==> config.mk <==
export PLATFORM = sky130hd
export DESIGN_NAME = ltc2600_cmd_sequencer
export DESIGN_NICKNAME = d
export VERILOG_FILES = /design/src/rtl/ltc2600_cmd_sequencer.sv
export SDC_FILE = /design/constraint.sdc
export NUM_CORES = 1
export LEC_CHECK = 0
export CAP_MARGIN = 20
export CORE_ASPECT_RATIO = 1.1
export CORE_MARGIN = 5
export CORE_UTILIZATION = 56
export DETAILED_ROUTE_END_ITERATION = 16
export GPL_TIMING_DRIVEN = 0
export PLACE_DENSITY_LB_ADDON = 0.3
export SYNTH_ARGS = -nofsm -noshare
export SYNTH_HDL_FRONTEND = slang
export SYNTH_SLANG_ARGS = --single-unit
==> constraint.sdc <==
create_clock -name clk -period 8 [get_ports clk]
set_input_delay 2 -clock clk [delete_from_list [all_inputs] [get_ports clk]]
set_output_delay 2 -clock clk [all_outputs]
set_load 0.03 [all_outputs]
==> src/rtl/ltc2600_cmd_sequencer.sv <==
// Command scheduler for the LTC2600 serial writer: request FIFO, per-channel shadow of the last
// written codes, all-channel sweep from the shadow, one command in flight with a timeout guard.
module ltc2600_cmd_sequencer #(
  parameter int unsigned DATA_WIDTH     = 16,
  parameter int unsigned FIFO_DEPTH     = 8,
  parameter int unsigned N_CH           = 8,
  parameter int unsigned TIMEOUT_CYCLES = 4096
) (
  input  logic                          clk,
  input  logic                          rstn,
  input  logic                          req_valid,
  output logic                          req_ready,
  input  logic [3:0]                    req_command,
  input  logic [3:0]                    req_address,
  input  logic [DATA_WIDTH-1:0]         req_data,
  input  logic                          sweep_start,
  input  logic                          err_clear,
  output logic                          dac_send_new_cmd,
  output logic [3:0]                    dac_command,
  output logic [3:0]                    dac_address,
  output logic [DATA_WIDTH-1:0]         dac_data,
  input  logic                          dac_write_complete,
  output logic                          busy,
  output logic [$clog2(FIFO_DEPTH):0]   fifo_count,
  output logic                          timeout_err
);

  localparam int unsigned PtrW = $clog2(FIFO_DEPTH);
  localparam int unsigned CntW = PtrW + 1;
  localparam int unsigned ChW  = $clog2(N_CH);
  localparam int unsigned ToW  = $clog2(TIMEOUT_CYCLES);
  localparam int unsigned EntW = 8 + DATA_WIDTH;
  localparam logic [3:0]  CmdWrite       = 4'h0;
  localparam logic [3:0]  CmdWriteUpdAll = 4'h2;

  typedef enum logic [1:0] {StIdle, StIssue, StWait, StGap} state_e;

  // Reset asserts asynchronously but is released on a clock edge.
  logic [1:0] rst_sync_q;
  logic       rst_n_int;
  always_ff @(posedge clk or negedge rstn) begin
    if (!rstn) rst_sync_q <= '0;
    else       rst_sync_q <= {rst_sync_q[0], 1'b1};
  end
  assign rst_n_int = rst_sync_q[1];

  state_e                state_q, state_d;
  logic [EntW-1:0]       fifo_mem_q [FIFO_DEPTH];
  logic [PtrW-1:0]       wr_ptr_q, wr_ptr_d, rd_ptr_q, rd_ptr_d;
  logic [CntW-1:0]       count_q, count_d;
  logic [DATA_WIDTH-1:0] shadow_q [N_CH];
  logic [DATA_WIDTH-1:0] shadow_d [N_CH];
  logic                  sweep_pend_q, sweep_pend_d, sweep_act_q, sweep_act_d;
  logic [ChW-1:0]        ch_q, ch_d, ch_next;
  logic [3:0]            cmd_q, cmd_d, addr_q, addr_d;
  logic [DATA_WIDTH-1:0] data_q, data_d;
  logic [ToW-1:0]        wait_cnt_q, wait_cnt_d;
  logic                  timeout_err_q, timeout_err_d;

  logic                  fifo_full, fifo_empty, push, pop, timeout_hit, sweep_more;
  logic [3:0]            head_cmd, head_addr;
  logic [DATA_WIDTH-1:0] head_data;

  assign fifo_full   = (count_q == CntW'(FIFO_DEPTH));
  assign fifo_empty  = (count_q == '0);
  assign push        = req_valid && !fifo_full;
  assign pop         = (state_q == StIdle) && !sweep_pend_q && !fifo_empty;
  assign {head_cmd, head_addr, head_data} = fifo_mem_q[rd_ptr_q];
  assign timeout_hit = (wait_cnt_q == ToW'(TIMEOUT_CYCLES - 1));
  assign sweep_more  = sweep_act_q && (ch_q != ChW'(N_CH - 1));

  always_ff @(posedge clk) begin
    if (push) fifo_mem_q[wr_ptr_q] <= {req_command, req_address, req_data};
  end

  always_comb begin
    wr_ptr_d = wr_ptr_q + PtrW'(push);
    rd_ptr_d = rd_ptr_q + PtrW'(pop);
    count_d  = count_q + CntW'(push) - CntW'(pop);
    shadow_d = shadow_q;
    if (pop && (head_cmd inside {4'h0, 4'h2, 4'h3})) begin
      for (int i = 0; i < int'(N_CH); i++) begin
        if (head_addr == 4'hF || head_addr == 4'(i)) shadow_d[i] = head_data;
      end
    end
  end

  always_ff @(posedge clk or negedge rst_n_int) begin
    if (!rst_n_int) begin
      state_q       <= StIdle;
      wr_ptr_q      <= '0;
      rd_ptr_q      <= '0;
      count_q       <= '0;
      shadow_q      <= '{default: '0};
      sweep_pend_q  <= 1'b0;
      sweep_act_q   <= 1'b0;
      ch_q          <= '0;
      cmd_q         <= '0;
      addr_q        <= '0;
      data_q        <= '0;
      wait_cnt_q    <= '0;
      timeout_err_q <= 1'b0;
    end else begin
      state_q       <= state_d;
      wr_ptr_q      <= wr_ptr_d;
      rd_ptr_q      <= rd_ptr_d;
      count_q       <= count_d;
      shadow_q      <= shadow_d;
      sweep_pend_q  <= sweep_pend_d;
      sweep_act_q   <= sweep_act_d;
      ch_q          <= ch_d;
      cmd_q         <= cmd_d;
      addr_q        <= addr_d;
      data_q        <= data_d;
      wait_cnt_q    <= wait_cnt_d;
      timeout_err_q <= timeout_err_d;
    end
  end

  always_comb begin
    state_d = state_q;
    unique case (state_q)
      StIdle:  if (sweep_pend_q || !fifo_empty) state_d = StIssue;
      StIssue: state_d = StWait;
      StWait:  if (dac_write_complete || timeout_hit) state_d = StGap;
      StGap:   state_d = sweep_more ? StIssue : StIdle;
      default: state_d = StIdle;
    endcase
  end

  // Command registers only load in IDLE and GAP, so they stay frozen through WAIT.
  always_comb begin
    sweep_pend_d  = sweep_pend_q;
    sweep_act_d   = sweep_act_q;
    ch_d          = ch_q;
    ch_next       = ch_q + 1'b1;
    cmd_d         = cmd_q;
    addr_d        = addr_q;
    data_d        = data_q;
    wait_cnt_d    = wait_cnt_q;
    timeout_err_d = timeout_err_q;
    case (state_q)
      StIdle: begin
        if (sweep_pend_q) begin
          sweep_pend_d = 1'b0;
          sweep_act_d  = 1'b1;
          ch_d         = '0;
          cmd_d        = CmdWrite;
          addr_d       = 4'h0;
          data_d       = shadow_q[0];
        end else if (!fifo_empty) begin
          cmd_d  = head_cmd;
          addr_d = head_addr;
          data_d = head_data;
        end
      end
      StIssue: wait_cnt_d = '0;
      StWait: begin
        if (!dac_write_complete) begin
          if (timeout_hit) timeout_err_d = 1'b1;
          else             wait_cnt_d    = wait_cnt_q + 1'b1;
        end
      end
      StGap: begin
        if (sweep_more) begin
          ch_d   = ch_next;
          cmd_d  = (ch_next == ChW'(N_CH - 1)) ? CmdWriteUpdAll : CmdWrite;
          addr_d = 4'(ch_next);
          data_d = shadow_q[ch_next];
        end else begin
          sweep_act_d = 1'b0;
        end
      end
      default: ;
    endcase
    if (sweep_start) sweep_pend_d  = 1'b1;
    if (err_clear)   timeout_err_d = 1'b0;
  end

  always_comb begin
    dac_send_new_cmd = (state_q == StIssue);
    dac_command      = cmd_q;
    dac_address      = addr_q;
    dac_data         = data_q;
    busy             = (state_q != StIdle) || !fifo_empty || sweep_pend_q;
    req_ready        = !fifo_full;
    fifo_count       = count_q;
    timeout_err      = timeout_err_q;
  end

endmodule
Word-level counts from Yosys, hierarchy flattened:

Memories as Yosys holds them, arrays and structs flattened.
Cells that the tools add are included.

* bits of input ports: 30
* memories: 1
* bits in registers: 184
* memory bits (writable): 192

Memory list
* fifo_mem_q: words 8, bits a word 24, read ports 1, clocked after Yosys merged registers in 0, write ports 1, RTL line 48 `logic [EntW-1:0] fifo_mem_q [FIFO_DEPTH];`

* reductions and logical operators: 45
* mux-type cells: 37
* $add $sub $neg: 6
* equality and inequality tests: 26
* order comparisons: 1
* bitwise gates (word level): 1

Operators by type and width (count)
* 2-to-1 mux 16 bit: 5
* binary-select mux 16 bit (select 3 bit): 1
* case mux 16 bit (2 select lines): 1
* 2-to-1 mux 12 bit: 2
* 2-to-1 mux 4 bit: 6
* case mux 12 bit (2 select lines): 1
* AND reduction 2 bit: 9
* equality test 4 x 2 -> 1 bit, second input constant: 4
* equality test 4 x 3 -> 1 bit, second input constant: 4
* case mux 4 bit (2 select lines): 2
* AND reduction 3 bit: 5
* != test 2 bit, second input constant: 7
* adder 12 x 1 -> 12 bit, second input constant: 1
* equality test 12 bit, second input constant: 1
* logical NOT 4 bit: 3
* logical OR 1 bit: 12
* nonzero test 2 bit: 6
* 2-to-1 mux 1 bit: 11
* equality test 4 bit, second input constant: 2
* case mux 2 bit (4 select lines): 1
* adder 3 x 1 -> 3 bit: 2
* 2-to-1 mux 2 bit: 3
* 2-to-1 mux 3 bit: 2
* != test 3 bit, second input constant: 2
* other kinds (16): 23

Depth between registers and ports, before layout:

* depth in word-level cells: 7
* depth in mapped cells: 11
* depth with buffers taken out: 10

Least setup slack after synthesis:

OpenSTA, ideal clock, no wires.

* path type: input -> register
* from: input req_valid
* to: memory fifo_mem_q[0][0] (netlist name), enable pin
* required time: 7.565 ns
* library setup time: 0.435 ns
* cell stages on the path: 3
* path buffers: 0
* setup slack: 3.516 ns
* data arrival time: 4.049 ns
* cells stage by stage: nand2_1 -> or2_2 -> nor3_1

* word-level cells in the longest chain between the ends: 3

RTL lines
* start, declared: RTL line 11 `input logic req_valid,`
* logical AND 1 bit: RTL line 66 `assign push = req_valid && !fifo_full;`
* 2-to-1 mux 1 bit: RTL line 73 `if (push) fifo_mem_q[wr_ptr_q] <= {req_command, req_address, req_data};`
* 2-to-1 mux 1 bit (implied by the code): RTL line 73
* end, declared: RTL line 48

No other way between the ends.

Worst setup path in the final report:

* from: register state_q[0]
* to: output busy

* word-level cells in the longest chain between the ends: 3

RTL lines
* start, declared: RTL line 47 `state_e state_q, state_d;`
* start signal, assigned: RTL line 90 `state_q <= StIdle;`
* start signal, assigned: RTL line 104 `state_q <= state_d;`
* nonzero test 2 bit: RTL line 185 `busy = (state_q != StIdle) || !fifo_empty || sweep_pend_q;`
* logical OR 1 bit (2 in a row): RTL line 185
* end, declared: RTL line 23 `output logic busy,`

No other way between the ends.

==> run_summary.xml <==
<?xml version="1.0" encoding="UTF-8"?>
<metrics>
  <group name="clock_tree">
    <metric name="tritoncts_clock_tree" unit="">done</metric>
    <metric name="cts_root_buffer" unit="">clkbuf_16</metric>
    <metric name="insertion_delay" unit="ps">530</metric>
    <metric name="cts.sinks" unit="">376</metric>
    <metric name="holdBufCountCts" unit="">0</metric>
    <metric name="htree_levels" unit="">2</metric>
    <metric name="cts.repair_timing.setup_buffer_count" unit="">0</metric>
    <metric name="cts_inserted_buffers" unit="">39</metric>
    <metric name="clk_transition_reported_paths" unit="ps">60</metric>
    <metric name="clk_path_buf_depth" unit="">3</metric>
    <metric name="cts-resized-gates" unit="">0</metric>
  </group>
  <group name="route">
    <metric name="via_per_inst" unit="">5.88</metric>
    <metric name="vias" unit="">8571</metric>
    <metric name="route.final.wire_length" unit="µm">31400</metric>
    <metric name="detailedRoute.firstIterationViolations" unit="">586</metric>
    <metric name="drt.antenna.violating_nets" unit="">0</metric>
    <metric name="wl_per_cell" unit="µm">21.6</metric>
    <metric name="route.detailed.drc" unit="">0</metric>
    <metric name="drt_first_pass_iters" unit="">5</metric>
  </group>
  <group name="sta">
    <metric name="setup_repair_after_global_routing_missed_its_margin" unit="">no</metric>
    <metric name="fin_tns_setup" unit="ps">0</metric>
    <metric name="timing.max_slew.rel_slack" unit="%">36.5</metric>
    <metric name="clock_skew" unit="ps">18.2</metric>
    <metric name="setup-violations-final" unit="">0</metric>
    <metric name="final.hold.worst_slack" unit="ps">348</metric>
    <metric name="maxClockFrequency" unit="MHz">225</metric>
    <metric name="timing.final.hold_violations" unit="">0</metric>
    <metric name="timing.final.crit_period" unit="ps">4440</metric>
    <metric name="worst_slew_pin_slew" unit="ps">952</metric>
    <metric name="min_period_over_period" unit="%">55.5</metric>
    <metric name="finalMaxSlewViolations" unit="">0</metric>
  </group>
  <group name="floorplanning">
    <metric name="die_x" unit="µm">173</metric>
    <metric name="boundaryPins" unit="">62</metric>
    <metric name="initial_util" unit="%">56.8</metric>
    <metric name="core_region_area" unit="mm²">0.0288</metric>
    <metric name="dieArea" unit="mm²">0.0327</metric>
    <metric name="die_h" unit="µm">189</metric>
    <metric name="rows" unit="">65</metric>
  </group>
  <group name="critical_path">
    <metric name="critical_path.reg2reg.endpoint" unit="">dac_data[4]</metric>
    <metric name="crit_path_end_kind" unit="">output pin</metric>
    <metric name="setup.worst_path.class" unit="">flip-flop to output pin</metric>
    <metric name="cp_cell_sequence" unit="">inv_1 -&gt; ha_1 -&gt; nor2b_1 -&gt; nand3_1 -&gt; clkdlybuf4s50_1</metric>
    <metric name="worst-endpoint-required" unit="ps">6000</metric>
    <metric name="crit-reg2reg-launch" unit="">ch_q[0]</metric>
    <metric name="setup.reg_to_reg.worst_slack" unit="ps">4210</metric>
    <metric name="critical_path.startpoint" unit="">state_q[0]</metric>
    <metric name="reg2regPathDepth" unit="">11</metric>
    <metric name="arrival" unit="ps">2440</metric>
    <metric name="critPathSlowestCell" unit="">clkdlybuf4s50_1</metric>
    <metric name="crit_fanout" unit="">5</metric>
    <metric name="timing.critical_path.from_type" unit="">flip-flop</metric>
    <metric name="worst_path_largest_cell_delay" unit="ps">670</metric>
  </group>
  <group name="logic_synthesis">
    <metric name="ys.warnings.count" unit="">0</metric>
    <metric name="flops_latches_synth" unit="">376</metric>
    <metric name="asyncSetResetFlopFracSynth" unit="%">48.9</metric>
    <metric name="postSynthNetCount" unit="">999</metric>
    <metric name="postSynth.topFlopCell" unit="">edfxtp_1</metric>
    <metric name="synth.avg_cell_area" unit="µm²">17.2</metric>
    <metric name="synthDistinctLibCells" unit="">54</metric>
    <metric name="post_synth_inst_count" unit="">951</metric>
    <metric name="seq_area_frac_synth" unit="%">63.4</metric>
    <metric name="post_synth_instance_area" unit="mm²">0.0164</metric>
    <metric name="synth_edf_count" unit="">192</metric>
  </group>
  <group name="final_layout">
    <metric name="layout-area-overhead-vs-synth" unit="%">15.2</metric>
    <metric name="final_layout_size_suffix_gt1_share" unit="%">31.5</metric>
    <metric name="finalNetCount" unit="">1108</metric>
    <metric name="mostFrequentLayoutCell" unit="">edfxtp_1</metric>
    <metric name="antennaDiodeCount" unit="">0</metric>
    <metric name="most_frequent_cells_in_the_layout" unit="">edfxtp_1, dfrtp_1, mux2_2</metric>
  </group>
  <group name="placement">
    <metric name="post-dp-hpwl" unit="µm">20800</metric>
    <metric name="gp_routability_congestion" unit="">0.786</metric>
    <metric name="place.port_buffers" unit="">61</metric>
  </group>
  <group name="power_and_ir_drop">
    <metric name="static-leakage-power" unit="nW">7.36</metric>
    <metric name="clock_power_share" unit="%">25.9</metric>
    <metric name="power_switching_share" unit="%">33.8</metric>
    <metric name="sequentialPowerShare" unit="%">38.8</metric>
    <metric name="power.density_cell_area" unit="mW/mm²">359</metric>
    <metric name="internal-power" unit="W">0.00448</metric>
    <metric name="comb_power_share" unit="%">35.3</metric>
    <metric name="net-switching-power" unit="W">0.00228</metric>
    <metric name="vdd_drop_max" unit="mV">0.194</metric>
  </group>
  <group name="global_route">
    <metric name="grt_start_max_net_pins" unit="">71</metric>
    <metric name="global_route.usage.met1" unit="%">27.6</metric>
    <metric name="grt.busiest_layer" unit="">met2</metric>
    <metric name="global_route_total_usage_across_every_layer" unit="%">19.7</metric>
    <metric name="antenna_found_initial" unit="">1</metric>
    <metric name="globalRouteMet2Util" unit="%">33.4</metric>
    <metric name="global_route_wire_length_before_repair" unit="µm">51400</metric>
    <metric name="total_overflow_reported_by_the_global_router" unit="">0</metric>
    <metric name="met3_usage" unit="%">2.72</metric>
    <metric name="first_global_vias" unit="">9081</metric>
  </group>
  <group name="status">
    <metric name="status" unit="">completed</metric>
  </group>
  <group name="flow_run">
    <metric name="timing.max_cap.violations" unit="">0</metric>
  </group>
  <group name="hold_path">
    <metric name="hp-class" unit="">flip-flop to async pin</metric>
  </group>
</metrics>
critical path: cells and delay by family, from the launching register on:
family / cells / cell delay [ps]
buffers and inverters: 2 / 810
adder cells (fa/ha/maj): 1 / 220
AND/OR/NAND/NOR: 2 / 500
flip-flops: 1 / 400
how the worst max path moves through the flow:
stage,to,slack (ps)
after global routing,busy,3400
after floorplan,ch_q[0],2490
after CTS,busy,3530
final,busy,3560
after global placement,wait_cnt_q[5],280
after detailed placement,fifo_mem_q[0][7],3840
cells by family after synthesis:
group                    Yosys count  synth area share (%)
AND/OR/NAND/NOR                  129                  4.07
flip-flops                       376                  63.4
buffers and inverters             61                  2.06
XOR/XNOR                           8                 0.428
adder cells (fa/ha/maj)           18                  1.42
multiplexers                     278                  25.2
AO/OA/AOI/OAI                     80                  3.37
other                              1                0.0229
power by group through the flow:
stage / clock network, W / registers [W] / logic, W
after detailed placement: 0 / 0.00266 / 0.00241
final: 0.00175 / 0.00262 / 0.00239
after floorplan: 0 / 0.00273 / 0.00160
after CTS: 0.00179 / 0.00263 / 0.00242
after global routing: 0.00188 / 0.00267 / 0.00261
after global placement: 0 / 0.00266 / 0.00233
registers in the layout, summed over array words and instances (netlist names):
| name | cells |
|---|---|
| ch_q | 3 |
| dac_command | 4 |
| fifo_count | 4 |
| wait_cnt_q | 12 |
| fifo_mem_q | 192 |
| state_q | 2 |
| wr_ptr_q | 3 |
| dac_data | 16 |
| shadow_q | 128 |
| sweep_act_q | 1 |
| rd_ptr_q | 3 |
| timeout_err | 1 |
| rst_sync_q | 2 |
| sweep_pend_q | 1 |
| dac_address | 4 |
cell usage after synthesis (11+ instances only):
library cell | instances | area, µm²
edfxtp_1 | 192 | 5770
dfrtp_1 | 184 | 4600
mux2_2 | 131 | 1480
mux4_2 | 76 | 1710
nand2_1 | 62 | 233
o21ai_0 | 46 | 230
mux2_4 | 31 | 465
mux2i_1 | 30 | 300
clkbuf_1 | 21 | 78.8
ha_1 | 17 | 213
nand3_1 | 16 | 80.1
inv_1 | 14 | 52.6
nand2b_1 | 12 | 75.1
nor2_1 | 11 | 41.3
per-layer routing:
layer / share of wire [%] / wire length, µm
met5: 0.035 / 11
met1: 44 / 13900
met2: 50 / 15800
met3: 4.0 / 1250
met4: 1.5 / 473
metrics by stage:
step	worst slack [ps]	std cells	power, W	cell area, µm²	utilization (%)
floorplan	2490	951	0.00433	16400	-
global placement	277	1380	0.00499	17400	60.5
finish	3560	1457	0.00676	18800	65.4
CTS	3530	1457	0.00684	18800	65.4
detailed placement	3840	1387	0.00507	17600	61.1
global route	3400	1457	0.00716	18800	65.4
final cells by class:
cell class                 count  area (µm²)
tap                          368         460
sequential                   376       10400
inverter                      15        56.3
clock buffer                  53        1090
multi-input combinational    514        5710
buffer                        46         280
timing repair buffer          68         722
fill                        2057        9950
clock inverter                17         153
Power figures use the tool's default switching activity.
